## src/rtl/halfword_packer_if.sv

```systemverilog
// Valid/ready bus for halfword_packer: 16-bit producer side in, 32-bit consumer side out.
// PACKER_PARITY_EN adds out_parity alongside out_data.
interface halfword_packer_if #(
  parameter int HALF_W = 16
);
  logic                  in_valid;
  logic                  in_ready;
  logic [HALF_W-1:0]     in_data;
  logic                  out_valid;
  logic                  out_ready;
  logic [2*HALF_W-1:0]   out_data;
  logic [7:0]            out_count;
`ifdef PACKER_PARITY_EN
  logic                  out_parity;
`endif

  // Packer side of the bus.
  modport slave (
`ifdef PACKER_PARITY_EN
    output out_parity,
`endif
    input  in_valid,
    input  in_data,
    input  out_ready,
    output in_ready,
    output out_valid,
    output out_data,
    output out_count
  );

  // Producer/consumer side of the bus.
  modport master (
`ifdef PACKER_PARITY_EN
    input  out_parity,
`endif
    output in_valid,
    output in_data,
    output out_ready,
    input  in_ready,
    input  out_valid,
    input  out_data,
    input  out_count
  );
endinterface

```

## src/rtl/halfword_packer.sv

```systemverilog
// Packs two successive halfwords (low first) into one word on a valid/ready port.
// Optional PACKER_PARITY_EN registers the XOR-reduction of each packed word.
module halfword_packer #(
  parameter int HALF_W = 16
) (
  input logic               clock,
  input logic               reset_n,
  input logic               flush,
  halfword_packer_if.slave  bus
);

  typedef enum logic [1:0] {
    ST_EMPTY   = 2'd0,
    ST_HAVE_LO = 2'd1,
    ST_FULL    = 2'd2
  } state_t;

  state_t                r_state;
  logic [HALF_W-1:0]     r_lo;
  logic [2*HALF_W-1:0]   r_out_data;
  logic                  r_out_valid;
  logic [7:0]            r_out_count;
`ifdef PACKER_PARITY_EN
  logic                  r_out_parity;
`endif

  logic                  w_in_ready;
  logic                  w_in_fire;
  logic                  w_out_fire;
  logic [2*HALF_W-1:0]   w_word;

  // A full word may drain and a new low half be captured on the same edge,
  // which is what keeps the input stream free of bubbles.
  assign w_in_ready = !flush && ((r_state != ST_FULL) || bus.out_ready);
  assign w_in_fire  = bus.in_valid && w_in_ready;
  assign w_out_fire = r_out_valid && bus.out_ready;
  assign w_word     = {bus.in_data, r_lo};

  always_ff @(posedge clock or negedge reset_n) begin
    if (!reset_n) begin
      r_state     <= ST_EMPTY;
      r_lo        <= '0;
      r_out_data  <= '0;
      r_out_valid <= 1'b0;
      r_out_count <= 8'd0;
`ifdef PACKER_PARITY_EN
      r_out_parity <= 1'b0;
`endif
    end else begin
      // NOTE: non-blocking assignments so every register samples pre-edge values.
      case (r_state)
        ST_EMPTY: begin
          if (w_in_fire) begin
            r_lo    <= bus.in_data;
            r_state <= ST_HAVE_LO;
          end
        end

        ST_HAVE_LO: begin
          if (flush) begin
            r_state <= ST_EMPTY;
          end else if (w_in_fire) begin
            r_out_data  <= w_word;
            r_out_valid <= 1'b1;
`ifdef PACKER_PARITY_EN
            r_out_parity <= ^w_word;
`endif
            r_state     <= ST_FULL;
          end
        end

        ST_FULL: begin
          // Flush cannot drop a completed word; it only holds off input.
          if (w_out_fire) begin
            r_out_valid <= 1'b0;
            r_out_count <= r_out_count + 8'd1;
            if (w_in_fire) begin
              r_lo    <= bus.in_data;
              r_state <= ST_HAVE_LO;
            end else begin
              r_state <= ST_EMPTY;
            end
          end
        end

        default: begin
          r_out_valid <= 1'b0;
          r_state     <= ST_EMPTY;
        end
      endcase
    end
  end

  assign bus.in_ready  = w_in_ready;
  assign bus.out_valid = r_out_valid;
  assign bus.out_data  = r_out_data;
  assign bus.out_count = r_out_count;
`ifdef PACKER_PARITY_EN
  assign bus.out_parity = r_out_parity;
`endif

endmodule

```

## src/flat_wrapper.sv

```systemverilog
// flat-port wrapper written by rule: the top's interface ports become plain ports
module halfword_packer_flat 
#(
  parameter int HALF_W = 16
)
  (clock, reset_n, flush, bus_in_valid, bus_in_data, bus_out_ready, bus_in_ready, bus_out_valid, bus_out_data, bus_out_count);
  halfword_packer_if #(.HALF_W(HALF_W)) bus_i ();
  input logic clock;
  input logic reset_n;
  input logic flush;
  input wire logic [$bits(bus_i.in_valid)-1:0] bus_in_valid;
  input wire logic [$bits(bus_i.in_data)-1:0] bus_in_data;
  input wire logic [$bits(bus_i.out_ready)-1:0] bus_out_ready;
  output wire logic [$bits(bus_i.in_ready)-1:0] bus_in_ready;
  output wire logic [$bits(bus_i.out_valid)-1:0] bus_out_valid;
  output wire logic [$bits(bus_i.out_data)-1:0] bus_out_data;
  output wire logic [$bits(bus_i.out_count)-1:0] bus_out_count;
  assign bus_i.in_valid = bus_in_valid;
  assign bus_i.in_data = bus_in_data;
  assign bus_i.out_ready = bus_out_ready;
  assign bus_in_ready = bus_i.in_ready;
  assign bus_out_valid = bus_i.out_valid;
  assign bus_out_data = bus_i.out_data;
  assign bus_out_count = bus_i.out_count;
  halfword_packer #(.HALF_W(HALF_W)) u_core (.clock(clock), .reset_n(reset_n), .flush(flush), .bus(bus_i));
endmodule
```

## config.mk

```make
export PLATFORM = sky130hd
export DESIGN_NAME = halfword_packer_flat
export DESIGN_NICKNAME = d
export VERILOG_FILES = /design/src/rtl/halfword_packer_if.sv /design/src/rtl/halfword_packer.sv /design/src/flat_wrapper.sv
export SDC_FILE = /design/constraint.sdc
export NUM_CORES = 1
export LEC_CHECK = 0
export CAP_MARGIN = 20
export CORE_MARGIN = 4
export CORE_UTILIZATION = 51
export DETAILED_ROUTE_END_ITERATION = 16
export PLACE_DENSITY = 0.9
export SLEW_MARGIN = 30
export SYNTH_ARGS = -nofsm -noshare
export SYNTH_HDL_FRONTEND = slang
export SYNTH_SLANG_ARGS = --single-unit
```

## constraint.sdc

```tcl
create_clock -name clock -period 2.8 [get_ports clock]
set_input_delay 0.56 -clock clock [delete_from_list [all_inputs] [get_ports clock]]
set_output_delay 0.56 -clock clock [all_outputs]
set_load 0.02 [all_outputs]
```

# After elaboration in Yosys (flattened, before gate mapping)
# Index checks and enable logic that the tools add are counted.
totals:
  register_bits: 59
  inputBits: 21
  out_inout_bits: 42
  elab_cells: 41
op_classes:
  n_addsub: 1
  eq_ne: 8
  n_mux: 13
  bitwise: 2
  reduce_logical: 12
op_table:
  columns: ["cell", "count"]
  rows:
  - ["two-way mux 16 bit", 2]
  - ["one-hot mux 16 bit (2 select lines)", 1]
  - ["adder 8 x 1 -> 8 bit (second input constant)", 1]
  - ["two-way mux 2 bit", 4]
  - ["inequality test 2 x 1 -> 1 bit (second input constant)", 3]
  - ["one-hot mux 2 bit (3 select lines)", 1]
  - ["AND reduction 3 bit", 2]
  - ["two-way mux 1 bit", 4]
  - ["inequality test 2 bit (second input constant)", 2]
  - ["AND reduction 2 bit", 2]
  - ["AND reduction 4 bit", 1]
  - ["logical AND 1 bit", 3]
  - ["inequality test 3 x 2 -> 1 bit (second input constant)", 1]
  - ["one-hot mux 1 bit (3 select lines)", 1]
  - ["equality test 2 x 1 -> 1 bit (second input constant)", 1]
  - ["equality test 2 bit (second input constant)", 1]
  - ["logical NOT 2 bit", 1]
  - ["inverter 1 bit", 2]
  - ["nonzero test 2 bit", 1]
  - ["logical NOT 1 bit", 1]
  - ["logical OR 1 bit", 1]

# Longest topological paths before layout
depth:
  word_depth: 7
  ltp_mapped: 5
  ltp_nobuf: 4

# Worst setup path after synthesis
# OpenSTA, ideal clock, no wires.
synth_path:
  kind: "input to register"
  startpoint: "input bus_out_ready"
  endpoint: "register u_core.r_lo[10]"
  arrival_ns: 1.674
  required_ns: 2.675
  slack_ns: 1.001
  path_stages: 5
  path_buffers: 2
  cell_sequence: "a21boi_1 > or4b_1 > buf_2 > buf_6 > mux2_4"
synth_via:
  elab_chain_cells: 6
  word_cells_on_any_way: 9
  cone_classes: "eq/ne (1); mux (3); reduce/logical (5)"
synth_rtl:
  columns: ["element", "line", "source"]
  rows:
  - ["start, declared", "flat_wrapper.sv:13", "input wire logic [$bits(bus_i.out_ready)-1:0] bus_out_ready;"]
  - ["logical OR 1 bit", "halfword_packer.sv:34", "assign w_in_ready = !flush && ((r_state != ST_FULL) || bus.out_ready);"]
  - ["logical AND 1 bit", "halfword_packer.sv:34", null]
  - ["logical AND 1 bit", "halfword_packer.sv:35", "assign w_in_fire = bus.in_valid && w_in_ready;"]
  - ["two-way mux 16 bit (2 in series)", null, null]
  - ["one-hot mux 16 bit (2 select lines)", null, null]
  - ["end signal, assigned", "halfword_packer.sv:54", "r_lo <= bus.in_data;"]
  - ["end signal, assigned", "halfword_packer.sv:78", "r_lo <= bus.in_data;"]
  - ["end, declared", "halfword_packer.sv:19", "logic [HALF_W-1:0] r_lo;"]
# Parallel ways exist; a longest one is shown, timed or not. The select of a mux whose other input is x is not followed.
# A chain may end at the register's enable or synchronous reset.

# Worst setup path after layout
layout_path:
  startpoint: "input bus_out_ready"
  endpoint: "output bus_in_ready"
layout_via:
  elab_chain_cells: 2
layout_rtl:
  columns: ["element", "line", "source"]
  rows:
  - ["logical OR 1 bit", "halfword_packer.sv:34", null]
  - ["logical AND 1 bit", "halfword_packer.sv:34", null]
  - ["end, declared", "flat_wrapper.sv:14", "output wire logic [$bits(bus_i.in_ready)-1:0] bus_in_ready;"]
# Every way passes these cells.

==> reports/metrics.yaml <==
status:
  outcome: "complete, no violations"
clock_network:
  cts_setup_buffers: 0
  htreeDepth: 3
  worstSkewPairLatency_ns: 0.32
  ctsResizeCount: 0
  cts_num_sinks: 59
  tritoncts.num_buffers: 9
  postCtsHoldBufs: 0
  cts_tree: "done"
  ctsLongestPathBuffers: 2
  clk_pin_slew_ns: 0.06
  clockRootBuffer: "clkbuf_8"
layout:
  instances_no_fill: 279
  area_growth_pct: 38.3
  fin_nets: 244
  final_util: 0.737
  n_antenna_cell: 0
  drive_gt1_frac: 0.308
timing:
  finalMaxSlewViolations: 0
  max_freq_mhz: 410
  fin_worst_skew_ns: 0.00577
  hold_viol: 0
  rsz0062_at_grt: "no"
  relSlewSlack: 0.647
  tightest_slew_ns: 0.530
  holdWs_ns: 0.212
  fin_crit_sh: 0.870
  setup_viol: 0
  timing.final.crit_period_ns: 2.44
  tns_ns: 0
worst_setup_path:
  path_max_fanout: 5
  worstSetupPathType: "in -> out"
  cp-start-kind: "input port"
  critical_path_arrival_ns: 1.88
  end_kind: "output pin"
  crit_required_ns: 2.24
  r2r_slack_ns: 1.03
drt:
  vias_per_cell: 5.24
  drc: 0
  drt-pass1-iter-count: 4
  drt_iter0_markers: 53
  drt-met1-wl_mm: 1.90
  wl_per_cell_um: 16.0
  postRouteAntennaNets: 0
  vias: 1463
  dr_wl_met2_mm: 2.16
  highest_layer: "met4"
  route.met3.wl_um: 374
  wl_mm: 4.48
synth:
  ys.flop_type: "dfrtp_1"
  netlist.area_leader.share: 0.632
  synth_warnings: 0
  synth_cells: 151
  synth_xor_area_frac: 0.0263
  synth_fp_nets: 173
  syn_area_per_cell_um2: 15.5
  synth_edf_count: 0
  ys_ff_latch: 59
  synth.area.top_cells: "dfrtp_1 63%, mux2_2 19%, mux2_4 6.4%"
  synthMostInstantiatedCell: "dfrtp_1"
  synth_top_family_by_area: "multiplexers"
  netlist_area_mm2: 0.00233
  synth.yosys.seq_area_share: 0.632
  synthMuxAreaShare: 0.252
  synth_compound_gate_area_share: 0.0155
  synth_common_cells: "59 x dfrtp_1, 39 x mux2_2, 10 x mux2_4"
  yosys.area.top_type: "dfrtp_1"
  synth_fa_ha_area_frac: 0.00536
  synth-simple-area-share: 0.0498
  synth_cell_types: 25
  async_flop_share: 1.00
power_and_ir_drop:
  leakage_nw: 1.44
  total_power_mw: 3.17
  power-per-cell-area_mw_per_mm2: 982
  peakVddDrop_mv: 0.641
global_route:
  antenna_found_initial: 0
  grt_pass1_vias: 1509
  overflow: 0
  grt_usage: 0.175
  grt_max_degree: 34
  grt_pass1_wl_mm: 7.13
run:
  maxCapViolations: 0
placed_design:
  place_congestion: 0.813
  port_buffers: 62
  hpwl_mm: 3.18
  dp_cells: 263
floorplanning:
  core_mm2: 0.00438
  row_count: 24
  dieWidth_um: 75.7
  die_y_um: 75.7
  dieArea_mm2: 0.00572
  io_pins: 63
  initial_core_util: 0.533
min_path:
  hp-class: "in -> async"
-- per-layer routing --
metal	vias up	global-route usage
met5	-	0
met4	0	0.0757
met2	48	0.278
met1	739	0.205
met3	6	0.0778
li1	670	-
-- power breakdown --
| group | internal, mW | total (mW) | switching, mW |
|---|---|---|---|
| clock | 0.417 | 0.717 | 0.299 |
| sequential | 1.14 | 1.31 | 0.167 |
| combinational | 0.644 | 1.15 | 0.506 |
| total | 2.20 | 3.17 | 0.972 |
-- layout make-up --
type / instances / area [um^2]
flip-flops and latches: 59 / 1480
inverters: 2 / 7.51
repair buffers: 66 / 658
multi-input cells: 84 / 831
clock buffers: 15 / 186
well taps: 52 / 65.1
fillers: 286 / 1150
clock inverters: 1 / 5.00
-- cell families (layout without fill, tap and decap cells) --
family	count (synthesis)	after routing
fa+ha+maj	1	1
flops	59	59
compound gates	5	5
buf+inv	8	84
simple gates	22	22
mux	49	49
xor+xnor	7	7
-- final timing paths --
check                                        startpoint                      end  depth (start not counted)
max in group asynchronous                       reset_n  u_core.bus.out_count[3]                          2
worst max-delay path                      bus_out_ready             bus_in_ready                          4
worst min register to register  u_core.bus.out_count[7]  u_core.bus.out_count[7]                          1
min in group clock              u_core.bus.out_count[7]  u_core.bus.out_count[7]                          1
worst min-delay path                            reset_n  u_core.bus.out_data[15]                          1
worst max register to register        u_core.r_state[1]           u_core.r_lo[9]                          4
-- flip-flops by register name, indices dropped and copies added (netlist names) --
name,cells
u_core.bus.out_data,32
u_core.bus.out_valid,1
u_core.bus.out_count,8
u_core.r_lo,16
u_core.r_state,2
-- critical path: stages --
cell and delay, ns:
clkdlybuf4s50_1 0.56, nor2_1 0.07, nor2_1 0.08, clkdlybuf4s50_1 0.60
-- per-stage QoR --
stage	setup WS [ns]	cell area, um^2
after global placement	0.396	3040
final	0.364	3230
after detailed placement	0.374	3040
after floorplan	1.00	2330
after CTS	0.369	3230
after global routing	0.317	3230
-- placed cells by master, fill, tap and decap left out, types with 2 or more instances in the layout --
master,instances
nand3_1,3
clkdlybuf4s50_1,61
dfrtp_1,59
nand2_1,2
buf_4,3
inv_1,2
nand2b_1,2
clkbuf_8,13
mux2_4,10
clkbuf_1,2
nor3_1,2
mux2_2,39
nor2_1,8
xor2_1,6
Power figures use the tool's default switching activity.
